### src/rtl/hmr_pkg.sv
// Shared types for the TMR rapid-recovery sequencer: FSM states and the
// per-state control word that drives the registered handshake outputs.
package hmr_pkg;

  localparam int unsigned RecoveryTimeoutDefault = 255;

  typedef enum logic [2:0] {
    RR_IDLE,
    RR_HALT,
    RR_RF_RESTORE,
    RR_PC_RESTORE,
    RR_RESUME,
    RR_DONE,
    RR_FAIL
  } rapid_rec_state_e;

  typedef struct packed {
    logic       busy;
    logic       freeze;
    logic [2:0] halt;
    logic [2:0] resume;
    logic       pc_we;
    logic       finished;
    logic       failed;
  } rr_ctrl_t;

  // Control word for the state being entered; registered by the FSM so every
  // handshake output comes straight from a flop.
  function automatic rr_ctrl_t rr_decode(rapid_rec_state_e s);
    rr_ctrl_t c;
    c        = '0;
    c.busy   = (s != RR_IDLE);
    c.freeze = (s != RR_IDLE);
    case (s)
      RR_HALT, RR_RF_RESTORE: c.halt = 3'b111;
      RR_PC_RESTORE: begin
        c.halt  = 3'b111;
        c.pc_we = 1'b1;
      end
      RR_RESUME: c.resume   = 3'b111;
      RR_DONE:   c.finished = 1'b1;
      RR_FAIL:   c.failed   = 1'b1;
      default:   c = '0;
    endcase
    return c;
  endfunction

endpackage

### src/rtl/hmr_rr_timeout_cnt.sv
// Acknowledge timeout counter shared by the halt and resume waits.
// expired is high on the enabled cycle whose increment reaches Timeout.
module hmr_rr_timeout_cnt #(
  parameter int unsigned Timeout = 255
) (
  input  logic clk,
  input  logic rst,
  input  logic clear,
  input  logic enable,
  output logic expired
);

  localparam int unsigned CntWidth = (Timeout < 1) ? 1 : $clog2(Timeout + 1);
  localparam logic [CntWidth-1:0] LastCount = CntWidth'(Timeout - 1);

  logic [CntWidth-1:0] count;

  always_ff @(posedge clk) begin
    if (rst || clear) begin
      count <= '0;
    end else if (enable) begin
      count <= count + CntWidth'(1);
    end
  end

  assign expired = enable && (count == LastCount);

endmodule

### src/rtl/hmr_tmr_rapid_recovery_seq.sv
// Rapid-recovery sequencer: halts all three cores, replays the backup RF and
// PC into them, resumes them in lockstep and reports done or failed.
module hmr_tmr_rapid_recovery_seq
  import hmr_pkg::*;
#(
  parameter int unsigned NumRfRegs   = 32,
  parameter int unsigned RfAddrWidth = 5,
  parameter int unsigned DataWidth   = 32,
  parameter bit          SkipReg0    = 1'b1,
  parameter int unsigned Timeout     = RecoveryTimeoutDefault
) (
  input  logic                   clk_i,
  input  logic                   rst_i,
  input  logic                   recovery_request_i,
  output logic                   recovery_finished_o,
  output logic                   recovery_failed_o,
  output logic                   busy_o,
  output logic                   backup_freeze_o,
  output logic [2:0]             debug_halt_o,
  input  logic [2:0]             core_halted_i,
  output logic [2:0]             debug_resume_o,
  output logic [RfAddrWidth-1:0] backup_raddr_o,
  input  logic [DataWidth-1:0]   backup_rdata_i,
  input  logic [DataWidth-1:0]   backup_pc_i,
  output logic                   rf_we_o,
  output logic [RfAddrWidth-1:0] rf_waddr_o,
  output logic [DataWidth-1:0]   rf_wdata_o,
  output logic                   pc_we_o,
  output logic [DataWidth-1:0]   pc_o
);

  localparam logic [RfAddrWidth-1:0] FirstAddr = SkipReg0 ? RfAddrWidth'(1) : '0;
  localparam logic [RfAddrWidth-1:0] LastAddr  = RfAddrWidth'(NumRfRegs - 1);

  rapid_rec_state_e       state_q, state_d;
  rr_ctrl_t               ctrl_q;
  logic                   rearm_q;
  logic                   rd_done_q;
  logic                   rf_we_q;
  logic [RfAddrWidth-1:0] rd_cnt_q;
  logic [RfAddrWidth-1:0] rf_waddr_q;
  logic                   all_halted, all_running;
  logic                   to_clear, to_enable, to_expired;

  assign all_halted  = (core_halted_i == 3'b111);
  assign all_running = (core_halted_i == 3'b000);

  // A dropped request is ignored once HALT is entered so the cores are never
  // left stopped with a half-restored register file.
  always_comb begin
    state_d = state_q;
    case (state_q)
      RR_IDLE:       if (recovery_request_i && rearm_q) state_d = RR_HALT;
      RR_HALT: begin
        if (all_halted)      state_d = RR_RF_RESTORE;
        else if (to_expired) state_d = RR_FAIL;
      end
      RR_RF_RESTORE: if (rd_done_q) state_d = RR_PC_RESTORE;
      RR_PC_RESTORE: state_d = RR_RESUME;
      RR_RESUME: begin
        if (all_running)     state_d = RR_DONE;
        else if (to_expired) state_d = RR_FAIL;
      end
      RR_DONE:       state_d = RR_IDLE;
      RR_FAIL:       if (!recovery_request_i) state_d = RR_IDLE;
      default:       state_d = RR_IDLE;
    endcase
  end

  always_ff @(posedge clk_i) begin
    if (rst_i) begin
      state_q    <= RR_IDLE;
      ctrl_q     <= '0;
      rearm_q    <= 1'b1;
      rd_cnt_q   <= '0;
      rd_done_q  <= 1'b0;
      rf_we_q    <= 1'b0;
      rf_waddr_q <= '0;
    end else begin
      state_q <= state_d;
      ctrl_q  <= rr_decode(state_d);

      if (!recovery_request_i) begin
        rearm_q <= 1'b1;
      end else if (state_q == RR_IDLE && state_d == RR_HALT) begin
        rearm_q <= 1'b0;
      end

      // Backup read data arrives one cycle after the address, so the write
      // address is the read address delayed by one register.
      rf_we_q    <= 1'b0;
      rf_waddr_q <= '0;
      if (state_q == RR_RF_RESTORE && !rd_done_q) begin
        rf_we_q    <= 1'b1;
        rf_waddr_q <= rd_cnt_q;
        if (rd_cnt_q == LastAddr) rd_done_q <= 1'b1;
        else                      rd_cnt_q  <= rd_cnt_q + RfAddrWidth'(1);
      end

      if (state_d == RR_RF_RESTORE && state_q != RR_RF_RESTORE) begin
        rd_cnt_q  <= FirstAddr;
        rd_done_q <= 1'b0;
      end else if (state_d != RR_RF_RESTORE) begin
        rd_cnt_q  <= '0;
        rd_done_q <= 1'b0;
      end
    end
  end

  assign to_clear  = !(state_q == RR_HALT || state_q == RR_RESUME);
  assign to_enable = (state_q == RR_HALT && !all_halted) ||
                     (state_q == RR_RESUME && !all_running);

  hmr_rr_timeout_cnt #(
    .Timeout(Timeout)
  ) u_timeout (
    .clk    (clk_i),
    .rst    (rst_i),
    .clear  (to_clear),
    .enable (to_enable),
    .expired(to_expired)
  );

  assign recovery_finished_o = ctrl_q.finished;
  assign recovery_failed_o   = ctrl_q.failed;
  assign busy_o              = ctrl_q.busy;
  assign backup_freeze_o     = ctrl_q.freeze;
  assign debug_halt_o        = ctrl_q.halt;
  assign debug_resume_o      = ctrl_q.resume;
  assign backup_raddr_o      = rd_cnt_q;
  assign rf_we_o             = rf_we_q;
  assign rf_waddr_o          = rf_waddr_q;
  assign rf_wdata_o          = rf_we_q ? backup_rdata_i : '0;
  assign pc_we_o             = ctrl_q.pc_we;
  assign pc_o                = ctrl_q.pc_we ? backup_pc_i : '0;

endmodule

### config.mk
export PLATFORM = sky130hd
export DESIGN_NAME = hmr_tmr_rapid_recovery_seq
export DESIGN_NICKNAME = d
export VERILOG_FILES = /design/src/rtl/hmr_pkg.sv /design/src/rtl/hmr_rr_timeout_cnt.sv /design/src/rtl/hmr_tmr_rapid_recovery_seq.sv
export SDC_FILE = /design/constraint.sdc
export NUM_CORES = 1
export LEC_CHECK = 0
export CAP_MARGIN = 5
export CORE_ASPECT_RATIO = 1.4
export CORE_MARGIN = 4
export CORE_UTILIZATION = 32
export DETAILED_ROUTE_END_ITERATION = 10
export GPL_TIMING_DRIVEN = 0
export PLACE_DENSITY = 0.83
export SYNTH_ARGS = -nofsm -noshare
export SYNTH_HDL_FRONTEND = slang
export SYNTH_HIERARCHICAL = 1
export SYNTH_SLANG_ARGS = --single-unit
### constraint.sdc
create_clock -name clk_i -period 2.7 [get_ports clk_i]
set_input_delay 0.54 -clock clk_i [delete_from_list [all_inputs] [get_ports clk_i]]
set_output_delay 0.54 -clock clk_i [all_outputs]
set_load 0.01 [all_outputs]
==> results of run 1 <==
-- layer usage --
layer / vias up / global-route usage [%]
met4: 2 / 4.70
li1: 1040 / -
met2: 100 / 35.0
met3: 10 / 10.1
met1: 882 / 19.8
met5: - / 0
-- worst max path at each step --
stage                           from                 to  slack, ns  cells past startpoint
floorplan           core_halted_i[2]    debug_halt_o[1]       0.60                      9
global placement    core_halted_i[1]    debug_halt_o[1]      -0.06                     10
detailed placement  core_halted_i[1]  backup_raddr_o[0]       -0.1                     10
CTS                 core_halted_i[0]  backup_raddr_o[0]       0.17                     10
global route        core_halted_i[0]    debug_halt_o[1]      0.002                     10
finish              core_halted_i[0]    debug_halt_o[1]       0.20                     10
-- registers in the layout, indices dropped and copies added, names as in the netlist, 3 cells and up --
signal           count
u_timeout/count      8
backup_raddr_o       5
rf_waddr_o           5
state_q              3
-- power by group --
group          switching, W  leakage, nW  internal, W
Combinational     0.0000525         1.04     0.000133
Clock              0.000157       0.0524     0.000276
Sequential       0.00000618        0.243     0.000450
Total              0.000216         1.34     0.000858
-- worst max-delay path: cells and delay by family --
family                 cells  cell delay, ns
AND/OR/NAND/NOR            4            0.55
AO/OA/AOI/OAI              4            0.94
buffers and inverters      2            0.65
-- area by class of cell --
cell class / instances / area [sq um]
multi-input combinational: 162 / 1070
timing repair buffer: 155 / 1550
inverter: 6 / 22.5
tap: 66 / 82.6
clock buffer: 7 / 76.3
clock inverter: 1 / 30.0
sequential: 30 / 601
fill: 469 / 1790
buffer: 16 / 91.3
-- through the flow --
| step | cell area [sq um] | util, % |
|---|---|---|
| after floorplan | 1790 | - |
| after global placement | 3420 | 64.4 |
| after detailed placement | 3420 | 64.4 |
| after CTS | 3530 | 66.4 |
| after global routing | 3530 | 66.4 |
| final | 3530 | 66.4 |
-- cell usage in the layout, fill, tap and decap left out, drive strengths merged, types with 5 or more instances in the layout --
cell / Yosys / final
clkbuf: 8 / 15
buf: 8 / 8
dfxtp: 30 / 30
nor2: 16 / 16
nand2: 5 / 5
a21oi: 6 / 6
nand3: 5 / 5
and2: 70 / 70
clkdlybuf4s50: 0 / 155
inv: 6 / 6
-- kinds of logic after synthesis --
group                      Yosys count
DFF                                 30
buffers and inverters               22
adders and majority gates            4
and+or+nand+nor                    123
AOI/OAI and AO/OA                   26
muxes                                2
xor gates and xnor gates             7
-- what timing repair did --
item,in CTS,in global routing
resized for setup,0,1
setup endpoints to repair,0,2
setup buffers,0,0
==> metrics.txt, run 1 <==
ant diodes=0; initial antenna violation count=1; # DRC=0; Slew Limit Fails=0; DR iter-0 viols=48; Post-CTS Hold Buffers=0; hold depth=2; Sinks on Clock Net=30; final period utilization=about 92%; Crit Path Class=in -> reg; Fin Clk Skew=0.0114 ns; min cycle time layout=between 2 and 2.5 ns; flop2flop setup slack=about 0.36 ns; element type at the critical path start=input port; met2 routed WL=3330 um; final hold viol count=0; Mapped Avg Cell Area=between 8 and 9 sq um; crit-path max cell delay=approximately 0.48 ns; Cells after Synth=214; TritonRoute pass-1 iters=4; Via density=4.59; largest family of logic cells by synthesized area=simple AND/OR/NAND/NOR gates; # IOs=156; cts bufs inserted=5; Area Growth Syn to Fin=97.3%; Hold Path Class=reg -> reg; Worst R2R Start=state_q[0]; Post-Synth Simple-Gate Area=41.1%; adder-cell share of the synthesized area=under 10%; Static Leak=1.34 nW; top-count cell post-synth=and2_1; outcome=completed; Peak VDD IR=~250 uV; pre-CTS setup slack=-0.0975 ns; H-tree levels=2; WL met1=~2400 um; slowest cell on the critical path=clkdlybuf4s50_1; overall power=~0.0011 W; Worst Tran Pin Value=slightly below 0.4 ns; Worst Min Path Start=rearm_q; RSZ-0062 raised after global routing=no; ranking of synthesized cells by area=dfxtp_1 34%, and2_1 24%, buf_4 3.4%; GR Overflow Total=0; Mapped Area=1790 sq um; Crit. End Element=flop; Yosys reg bits=30; Min-Delay Endpoint=rearm_q; met3 wire length=795 um; fraction of registers with async set/reset=0%; Global Route Usage Sum=19.4%; dpl hpwl=a little under 6000 um; Yosys top cell by area=dfxtp_1; area share of the largest cell type after synthesis=33.6%; Critical Path AT=between 2 and 3 ns; global-route wire length before repair=slightly above 10000 um; ratio of cells with drive above 1 in the final layout=7.43%; f_max=roughly 400 MHz; gpl congestion=~0.8; via count of the routed design=~2.0k; r2r endpoint=debug_halt_o[1]; Top Metal Used=met5; CP cell instances=clkdlybuf4s50_1 > nand3_1 > nand2_1 > a21oi_1 > buf_4 > nand4_1 > nor2_1 > a32oi_1 > o311a_2 > a2111oi_4; port buffer count=155; Initial Util=33.6%; post-synthesis cell type count=46; hold slack=roughly 0.48 ns; Synth Area in Compound Gates=a little under an eighth; Root Buffer=clkbuf_8; Final ANT Viol Nets=0; CTS Buffer Depth=2; Rows=31; CTS tree=done; Final WS setup=a little over 0.2 ns; Setup TNS Final=0 ns; Reg2Reg Depth=10; Ys Warns=6; vias in the first global route=between 1.5k and 2k; prevailing post-synth register cell=dfxtp_1; CTS clock-pin slew for the worst setup and hold paths=0.07 ns; Power Dens Cells=304 nW/um^2; Routed WL=~6700 um; Max-cap violations=0; Post-Syn Nets=approximately 290; dpl cells=435; most frequent cells after synthesis=70 x and2_1, 30 x dfxtp_1, 16 x nor2_1; Die Ht=96.4 um; post-synthesis mux area share=about 1.1%; wire per inst=15.0 um; final setup vio count=0; core footprint=about 5300 sq um; Layout Nets=450; number of synthesized flops with an enable pin=0; Max FO, Critical Path=8; register area share after synthesis=33.6%; die width=71.2 um; Max transition margin=about three quarters; die area=about 7000 sq um; WP data required=a little under 3 ns; clk_lat worst skew=0.28 ns; Synth Area in XOR/XNOR=3.43%; largest net degree at the start of global routing=11; Final Instance Count excl. Fillers=around 440
Power figures use the tool's default switching activity.
==> inputs of run 2 (changes only) <==
CORE_UTILIZATION = 60   (was 32)
DONT_BUFFER_PORTS = 1   (was unset)
MAX_ROUTING_LAYER = met4   (was unset)
PLACE_DENSITY = 0.77   (was 0.83)
RECOVER_POWER = 100   (was unset)
==> metrics.txt, run 2 (synthesis gave the netlist of run 1 again) <==
port buffer count=0; overall power=a little under 0.001 W; area of the multi-input gates=1050 sq um; global-route wire length before repair=just over 8000 um; ant diodes=0; ratio of cells with drive above 1 in the final layout=a little under a tenth; Worst Tran Pin Value=0.554 ns; core footprint=~2800 sq um; initial antenna violation count=0; dpl hpwl=about 4900 um; Max FO, Critical Path=8; Die Ht=72.6 um; DR iter-0 viols=just over 50; element type at the critical path start=flop; f_max=roughly 400 MHz; final period utilization=around 90%; via count of the routed design=around 1.6k; Initial Util=a little over three fifths; final hold viol count=0; vias in the first global route=approximately 1.5k; gpl congestion=slightly below 1; P_sw=0.000217 W; Slew Limit Fails=0; post-CTS setup buffers=0; die area=3930 sq um; commonest cells after routing, fill and taps aside=66 x and2_0, 30 x dfxtp_1, 16 x nor2_1, 13 x clkbuf_1; Power Dens Cells=between 500 and 600 nW/um^2; Routed WL=slightly below 6000 um; final setup vio count=0; Layout Nets=approximately 300; Crit Path Class=reg -> reg; dpl cell area=roughly 1800 sq um; min cycle time layout=2.50 ns; Logic pwr share=~6.4%; CTS clock-pin slew for the worst setup and hold paths=approximately 0.07 ns; CTS resizes=0; Hold Path Class=in -> reg; WP data required=between 2 and 3 ns; Peak VDD IR=approximately 510 uV; most common cell after layout, fill and taps aside=and2_0; Sinks on Clock Net=30; CTS tree=done; Static Leak=0.666 nW; Largest register FFs=8; Crit. End Element=flop; Fin Clk Skew=between 0.006 and 0.007 ns; Power Internal=~0.00075 W; Setup TNS Final=0 ns; Root Buffer=clkbuf_8; Fill cells=between 200 and 300; largest net degree at the start of global routing=12; Final ANT Viol Nets=0; # DRC=0; Max-cap violations=0; clk_lat worst skew=0.28 ns; Global Route Usage Sum=30.9%; Final Instance Area=between 1500 and 2000 sq um; die width=around 54 um; Critical Path AT=2.72 ns; Largest Register=u_timeout/count; clock power share=46.2%; GR Overflow Total=0; switching part of the total=between 20 and 25%; Post-CTS Hold Buffers=0; area occupied by registers=~600 sq um; TritonRoute pass-1 iters=4; outcome=completed; Max transition margin=around 63%; RSZ-0062 raised after global routing=no; wire per inst=approximately 23 um; Area Growth Syn to Fin=6.30%; cts bufs inserted=5; hold slack=0.345 ns; H-tree levels=2; Sequential Power Share=between 40% and 50%; # IOs=156; Rows=23; Via density=6.11; CTS Buffer Depth=2
-- run 2: changes by cell type in the layout (fill, tap and decap cells not counted), moves of 2 or more --
| cell | previous run | this run |
|---|---|---|
| and2_1 | 70 | 4 |
| and2_0 | 0 | 66 |
| clkinvlp_4 | 0 | 2 |
| clkbuf_1 | 9 | 13 |
| buf_4 | 8 | 2 |
| clkdlybuf4s50_1 | 155 | 0 |
-- run 2: metrics by stage --
stage,util [%],setup WS (ns),std cells
final,66.7,0.201,259
after CTS,68.4,0.238,259
after floorplan,-,0.599,214
after global placement,64.4,0.341,251
after detailed placement,64.4,0.267,251
after global routing,66.7,0.0134,259
-- run 2: routing by layer --
layer / vias to the layer above / wire length (um) / GRT usage (%)
li1: 722 / - / -
met1: 749 / 2060 / 33.7
met2: 104 / 2810 / 46.5
met3: 7 / 970 / 19.8
met4: 0 / 69 / 7.48
met5: - / 0 / -
-- run 2: final cells by class --
| cell class | instances | share of cell area, % |
|---|---|---|
| Multi-Input combinational cell | 162 | 55.2 |
| Sequential cell | 30 | 31.6 |
| Tap cell | 37 | 2.44 |
| Buffer | 16 | 3.62 |
| Clock inverter | 3 | 2.37 |
| Clock buffer | 5 | 3.62 |
| Inverter | 6 | 1.18 |
-- run 2: path summary, 6_finish.rpt --
kind                                     endpoint  slack [ns]                from  depth (start not counted)
worst max-delay path            backup_raddr_o[0]        0.20          state_q[0]                         10
worst min-delay path                      rearm_q        0.34  recovery_request_i                          1
worst max register to register  backup_raddr_o[0]        0.20          state_q[0]                         10
worst min register to register            rearm_q        0.49             rearm_q                          2
-- run 2: critical path, cell delays in order (launching register included) --
cell and delay [ns]:
dfxtp_1 0.42, nor2b_1 0.16, buf_4 0.16, nand2_1 0.05, a21oi_1 0.19, buf_4 0.19, nand4_1 0.09, nor2_1 0.29
a32oi_1 0.13, o311ai_0 0.50, and3_1 0.25
-- run 2: power groups by stage --
stage	Clock (W)	Combinational, W	Sequential, W
final	0.000447	0.0000615	0.000458
after global routing	0.000479	0.0000670	0.000459
after CTS	0.000456	0.0000678	0.000458
after detailed placement	0	0.0000672	0.000468
after global placement	0	0.0000653	0.000468
after floorplan	0	0.0000567	0.000466
